**src/rtl/mac_acc_sequencer_if.sv**
```systemverilog
// Command, operand and result streams of the serial dot-product sequencer.
// The slave modport is the sequencer side. The master modport is the side that
// issues commands, supplies operands and consumes results.
interface mac_acc_sequencer_if #(
  parameter int unsigned IFMAP_BITWIDTH = 16,
  parameter int unsigned W_BITWIDTH     = 8,
  parameter int unsigned OFMAP_BITWIDTH = 32,
  parameter int unsigned LEN_WIDTH      = 10
);
  logic                      cmd_valid;
  logic                      cmd_ready;
  logic [LEN_WIDTH-1:0]      cmd_len;
  logic                      op_valid;
  logic                      op_ready;
  logic [W_BITWIDTH-1:0]     op_w;
  logic [IFMAP_BITWIDTH-1:0] op_ifmap;
  logic                      res_valid;
  logic                      res_ready;
  logic [OFMAP_BITWIDTH-1:0] res_data;

  modport master (
    output cmd_valid, cmd_len, op_valid, op_w, op_ifmap, res_ready,
    input  cmd_ready, op_ready, res_valid, res_data
  );

  modport slave (
    input  cmd_valid, cmd_len, op_valid, op_w, op_ifmap, res_ready,
    output cmd_ready, op_ready, res_valid, res_data
  );
endinterface

```
**src/rtl/mac_acc_sequencer.sv**
```systemverilog
// Serial dot-product controller for a single registered MAC element. It takes
// a length N, streams N (weight, ifmap) pairs into the MAC, and chains the MAC
// output back in as the accumulator. The first term is forced to start from
// zero. After one drain cycle it returns the sum.
module mac_acc_sequencer #(
  parameter int unsigned IFMAP_BITWIDTH = 16,
  parameter int unsigned W_BITWIDTH     = 8,
  parameter int unsigned OFMAP_BITWIDTH = 32,
  parameter int unsigned LEN_WIDTH      = 10
) (
  input  logic                      clk,
  input  logic                      rst,
  mac_acc_sequencer_if.slave        bus,
  output logic [W_BITWIDTH-1:0]     mac_w_out,
  output logic [IFMAP_BITWIDTH-1:0] mac_ifmap_out,
  output logic [OFMAP_BITWIDTH-1:0] mac_acc_out,
  input  logic [OFMAP_BITWIDTH-1:0] mac_result_in,
  output logic                      busy
);

  localparam logic [1:0] StIdle  = 2'd0;
  localparam logic [1:0] StRun   = 2'd1;
  localparam logic [1:0] StDrain = 2'd2;
  localparam logic [1:0] StDone  = 2'd3;

  logic [1:0]                state_q, state_d;
  logic [LEN_WIDTH-1:0]      remaining_q, remaining_d;
  logic                      first_q, first_d;
  logic [OFMAP_BITWIDTH-1:0] res_data_q, res_data_d;
  logic                      in_run, cmd_fire, op_fire;

  // Handshakes and MAC drive; MAC inputs are zero outside an accepted operand.
  always_comb begin
    in_run        = (state_q == StRun) && !rst;
    bus.cmd_ready = (state_q == StIdle) && !rst;
    bus.op_ready  = in_run;
    cmd_fire      = bus.cmd_valid && bus.cmd_ready;
    op_fire       = bus.op_valid && in_run;
    bus.res_valid = (state_q == StDone);
    bus.res_data  = res_data_q;
    busy          = (state_q != StIdle);
    mac_w_out     = op_fire ? bus.op_w : '0;
    mac_ifmap_out = op_fire ? bus.op_ifmap : '0;
    // Feed the running sum back during stalls as well, so the MAC holds it.
    mac_acc_out   = (in_run && !first_q) ? mac_result_in : '0;
  end

  // Sequencing: accept command, count operands, drain one cycle, hold result.
  always_comb begin
    state_d     = state_q;
    remaining_d = remaining_q;
    first_d     = first_q;
    res_data_d  = res_data_q;
    case (state_q)
      StIdle: begin
        if (cmd_fire) begin
          if (bus.cmd_len == '0) begin
            state_d    = StDone;
            res_data_d = '0;
          end else begin
            state_d     = StRun;
            remaining_d = bus.cmd_len;
            first_d     = 1'b1;
          end
        end
      end
      StRun: begin
        if (op_fire) begin
          first_d     = 1'b0;
          remaining_d = remaining_q - LEN_WIDTH'(1);
          if (remaining_q == LEN_WIDTH'(1)) state_d = StDrain;
        end
      end
      StDrain: begin
        res_data_d = mac_result_in;
        state_d    = StDone;
      end
      StDone: begin
        if (bus.res_ready) state_d = StIdle;
      end
      default: state_d = StIdle;
    endcase
  end

  // State registers with synchronous reset.
  always_ff @(posedge clk) begin
    if (rst) begin
      state_q     <= StIdle;
      remaining_q <= '0;
      first_q     <= 1'b0;
      res_data_q  <= '0;
    end else begin
      state_q     <= state_d;
      remaining_q <= remaining_d;
      first_q     <= first_d;
      res_data_q  <= res_data_d;
    end
  end

endmodule

```
**src/flat_wrapper.sv**
```systemverilog
// flat-port wrapper written by rule: the top's interface ports become plain ports
module mac_acc_sequencer_flat 
#(
  parameter int unsigned IFMAP_BITWIDTH = 16,
  parameter int unsigned W_BITWIDTH     = 8,
  parameter int unsigned OFMAP_BITWIDTH = 32,
  parameter int unsigned LEN_WIDTH      = 10
)
  (clk, rst, mac_w_out, mac_ifmap_out, mac_acc_out, mac_result_in, busy, bus_cmd_valid, bus_cmd_len, bus_op_valid, bus_op_w, bus_op_ifmap, bus_res_ready, bus_cmd_ready, bus_op_ready, bus_res_valid, bus_res_data);
  mac_acc_sequencer_if #(.IFMAP_BITWIDTH(IFMAP_BITWIDTH), .W_BITWIDTH(W_BITWIDTH), .OFMAP_BITWIDTH(OFMAP_BITWIDTH), .LEN_WIDTH(LEN_WIDTH)) bus_i ();
  input  logic clk;
  input  logic rst;
  output logic [W_BITWIDTH-1:0] mac_w_out;
  output logic [IFMAP_BITWIDTH-1:0] mac_ifmap_out;
  output logic [OFMAP_BITWIDTH-1:0] mac_acc_out;
  input  logic [OFMAP_BITWIDTH-1:0] mac_result_in;
  output logic busy;
  input wire logic [$bits(bus_i.cmd_valid)-1:0] bus_cmd_valid;
  input wire logic [$bits(bus_i.cmd_len)-1:0] bus_cmd_len;
  input wire logic [$bits(bus_i.op_valid)-1:0] bus_op_valid;
  input wire logic [$bits(bus_i.op_w)-1:0] bus_op_w;
  input wire logic [$bits(bus_i.op_ifmap)-1:0] bus_op_ifmap;
  input wire logic [$bits(bus_i.res_ready)-1:0] bus_res_ready;
  output wire logic [$bits(bus_i.cmd_ready)-1:0] bus_cmd_ready;
  output wire logic [$bits(bus_i.op_ready)-1:0] bus_op_ready;
  output wire logic [$bits(bus_i.res_valid)-1:0] bus_res_valid;
  output wire logic [$bits(bus_i.res_data)-1:0] bus_res_data;
  assign bus_i.cmd_valid = bus_cmd_valid;
  assign bus_i.cmd_len = bus_cmd_len;
  assign bus_i.op_valid = bus_op_valid;
  assign bus_i.op_w = bus_op_w;
  assign bus_i.op_ifmap = bus_op_ifmap;
  assign bus_i.res_ready = bus_res_ready;
  assign bus_cmd_ready = bus_i.cmd_ready;
  assign bus_op_ready = bus_i.op_ready;
  assign bus_res_valid = bus_i.res_valid;
  assign bus_res_data = bus_i.res_data;
  mac_acc_sequencer #(.IFMAP_BITWIDTH(IFMAP_BITWIDTH), .W_BITWIDTH(W_BITWIDTH), .OFMAP_BITWIDTH(OFMAP_BITWIDTH), .LEN_WIDTH(LEN_WIDTH)) u_core (.clk(clk), .rst(rst), .bus(bus_i), .mac_w_out(mac_w_out), .mac_ifmap_out(mac_ifmap_out), .mac_acc_out(mac_acc_out), .mac_result_in(mac_result_in), .busy(busy));
endmodule
```
**config.mk**
```make
export PLATFORM = sky130hd
export DESIGN_NAME = mac_acc_sequencer_flat
export DESIGN_NICKNAME = d
export VERILOG_FILES = /design/src/rtl/mac_acc_sequencer_if.sv /design/src/rtl/mac_acc_sequencer.sv /design/src/flat_wrapper.sv
export SDC_FILE = /design/constraint.sdc
export NUM_CORES = 1
export LEC_CHECK = 0
export CAP_MARGIN = 20
export CORE_MARGIN = 2
export CORE_UTILIZATION = 39
export CTS_BUF_LIST = sky130_fd_sc_hd__clkbuf_8 sky130_fd_sc_hd__clkbuf_16
export CTS_CLUSTER_DIAMETER = 60
export DETAILED_ROUTE_END_ITERATION = 7
export GPL_ROUTABILITY_DRIVEN = 0
export PLACE_DENSITY = 0.84
export SETUP_SLACK_MARGIN = 0.02
export SLEW_MARGIN = 5
export SYNTH_ARGS = -nofsm -noshare
export SYNTH_HDL_FRONTEND = slang
export SYNTH_SLANG_ARGS = --single-unit
```
**constraint.sdc**
```tcl
create_clock -name clk -period 4.3 [get_ports clk]
set_clock_uncertainty 0.15 [all_clocks]
set_input_delay 1.29 -clock clk [delete_from_list [all_inputs] [get_ports clk]]
set_output_delay 1.29 -clock clk [all_outputs]
set_load 0.005 [all_outputs]
```
==> metrics.md <==
| Metric | Value |
|---|---|
| Detailed Route Iter0 Violations | 142 |
| Count leader, synth | dfxtp_1 |
| Worst EP required | 2860 ps |
| Detailed Place HPWL | 6180 um |
| Fraction of synthesized cell area taken by the top area cell type | 36.1% |
| CTS Buf Count | 5 |
| Critical path cell sequence | dlymetal6s2s_1, nor3_4, clkbuf_16, and2_1, clkdlybuf4s50_1 |
| Worst Hold End | u_core.bus.res_data[15]$_SDFFE_PP0P_ |
| Top achievable clock speed | 240 MHz |
| Fin. max-slew vios | 0 |
| Post-route ant nets | 0 |
| Yosys reg bits | 45 |
| Finish-stage setup viols | 0 |
| Final #Nets | 555 |
| Ys async rst share | 0% |
| Vias in the first global route | 2,787 |
| CP arrival | 2720 ps |
| Hold crit path type | register to register |
| Slew @ Worst Pin | 642 ps |
| Setup ws final | 138 ps |
| Core area | 0.00628 mm^2 |
| Cell variety after synth | 41 |
| Die X | 83.9 um |
| Syn_nets | 400 |
| Synth top area cells | dfxtp_1 36%, a21oi_1 8.2%, and2_1 8.0%, nand3_1 7.8%, and3_1 6.0% |
| Critical Path Source Type | input pin |
| RSZ-0062 raised after global routing | false |
| Worst Path Buf+Inv | 3 |
| Fill cell count | 487 |
| Routed WL | 8450 um |
| Clock slew at reported path FFs | 80 ps |
| Commonest cells post-synth | 45 x dfxtp_1, 41 x a21oi_1, 39 x nand3_1 |
| H-Tree Depth | 2 |
| Setup WS pre-CTS | 1.82 ps |
| Pleak | 1.65 nW |
| Die area | 0.00705 mm^2 |
| Global-route wire length before repair | 13,000 um |
| Yosys warnings | 0 |
| EDFF count, synth | 0 |
| CTS tree | done |
| Outcome | complete, no violations |
| Max stage delay on crit path | 500 ps |
| Area Overhead vs Synth | 74.7% |
| Max-Slew Margin vs Limit | 56.8% |
| Total grt overflow | 0 |
| Maximum vdd drop | 0.000304 V |
| DR vias | 3,014 |
| Largest net degree at the start of global routing | 44 |
| I/O pins | 163 |
| Post-CTS Setup Repair Bufs | 0 |
| Final instance area | 0.00436 mm^2 |
| Max-cap violations | 0 |
| Syn_area_per_cell | 7.72 um^2 |
| Hold path start | u_core.bus.res_data[15]$_SDFFE_PP0P_ |
| Ratio of cells with drive above 1 in the final layout | 5.85% |
| Diode count | 0 |
| Synth Instances | 323 |
| CTS Sinks | 45 |
| Period minus WS final | 4160 ps |
| Num rows | 29 |
| P per Cell Area | 375 mW/mm^2 |
| Bufs on Longest Clock Path | 2 |
| Worst R2R End | u_core.bus.res_data[20]$_SDFFE_PP0P_ |
| Critical-path maximum fanout | 16 |
| Final Hold Vio Count | 0 |
| Crit. End Element | output pin |
| Hold_ws | 302 ps |
| Fin crit share | 96.8% |
| Worst Hold Depth | 2 |
| Crit path max-delay family | buffers and inverters |
| Sequential-to-total area share from yosys stat | 36.1% |
| Die Y | 83.9 um |
| R2R cell count | 7 |
| # DRC | 0 |
| Port buffer count | 162 |
| R2r setup slk | 1830 ps |
| WS Path Type | input pin to output pin |
| Clk Latency, worst-skew pair | 300 ps |
| DP Area | 0.00420 mm^2 |
| Root Buffer | clkbuf_8 |
| FF-to-FF Start | u_core.state_q[1]$_SDFFE_PP0P_ |
| Slowest cell on the critical path | clkdlybuf4s50_1 |
| Area leader, netlist | dfxtp_1 |
| Cts hold-fix bufs | 0 |
| Ys flop type | dfxtp_1 |
| Setup TNS Final | 0 ps |
| Post-Syn Area | 0.00249 mm^2 |
| Routed wire length per instance | 15.2 um |
| Vias/cell | 5.42 |
| Initial core utilization | 39.7% |
| Initial antenna violation count | 0 |
| DR pass1 iterations | 5 |
| GRT Total Usage | 22.3% |
==> state kept, by name (all words and copies together) (netlist names) <==
name / flops
u_core.bus.res_data: 32
u_core.first_q: 1
u_core.state_q: 2
u_core.remaining_q: 10
==> per-stage QoR <==
stage               util (%)  power, mW  instances
detailed placement      67.0       1.33        546
global placement        66.7       1.31        545
floorplan                  -      0.987        323
global route            69.4       1.74        556
CTS                     68.4       1.60        554
finish                  69.4       1.63        556
==> cell families (layout without fill, tap and decap cells) <==
group	after synthesis	count (layout)	synth area share, %
flops	45	45	36.1
simple gates	159	159	34.3
buf+inv	37	193	6.63
compound gates	75	75	19.5
mux	1	1	0.402
fa+ha+maj	6	6	3.01
==> cell type report <==
class	instances	area (um^2)	share of cell area (%)
Timing Repair Buffer	175	1790	41.2
Clock buffer	5	68.8	1.58
Inverter	10	37.5	0.862
Clock inverter	3	21.3	0.488
Tap cell	77	96.3	2.21
Multi-Input combinational cell	241	1440	33.0
Sequential cell	45	901	20.7
==> layout by cell type, fill, tap and decap left out, types with 2 or more instances in the layout <==
cell,netlist,layout
nor2_1,7,7
a32o_1,5,5
clkbuf_8,0,5
clkbuf_16,0,2
a211oi_1,2,2
o311ai_0,3,3
nand4_1,2,2
and2_1,32,32
nor3_1,4,3
nor2b_1,2,2
a21oi_1,41,41
buf_12,0,2
o21ai_0,9,9
ha_1,6,6
clkdlybuf4s50_1,0,161
o31ai_1,2,2
inv_1,10,10
a31oi_1,2,2
dfxtp_1,45,45
nand2_1,37,37
or3_1,4,4
and3_1,24,24
nand2b_1,2,2
buf_4,0,7
o2bb2ai_1,2,2
nand3_1,39,39
==> worst min-delay path, stage by stage, from the launching register on <==
cell and delay [ps]:
dfxtp_1 310, nand2_1 50, a21oi_1 50
==> worst max path at each step <==
| stage | cells after the start | start | slack [ps] | to |
|---|---|---|---|---|
| final | 5 | rst | 140 | mac_acc_out[30] |
| after global routing | 4 | bus_op_valid | 100 | mac_ifmap_out[15] |
| after CTS | 5 | rst | 50 | mac_acc_out[6] |
| after detailed placement | 5 | rst | 2 | mac_acc_out[6] |
| after global placement | 5 | rst | 50 | mac_acc_out[13] |
| after floorplan | 4 | rst | 720 | mac_acc_out[10] |
==> where the power goes <==
part	total [mW]	switching, mW	internal (mW)
sequential	0.513	0.0462	0.466
combinational	0.855	0.435	0.420
clock	0.265	0.149	0.115
==> timing repair <==
item | CTS | global route
gates resized for setup | 0 | 3
cloned | 0 | 2
endpoints found under the setup margin | 1 | 16
pin swaps | 1 | 1
hold endpoints to repair | 0 | 0
==> layer usage <==
layer	track usage (%)	up-vias	routed length, um
met5	0	-	0
met4	6.89	0	174
met2	40.9	166	4330
met1	24.8	1373	3150
met3	6.13	17	786
li1	-	1458	-
Note: power is estimated with default switching activity, not from simulation.
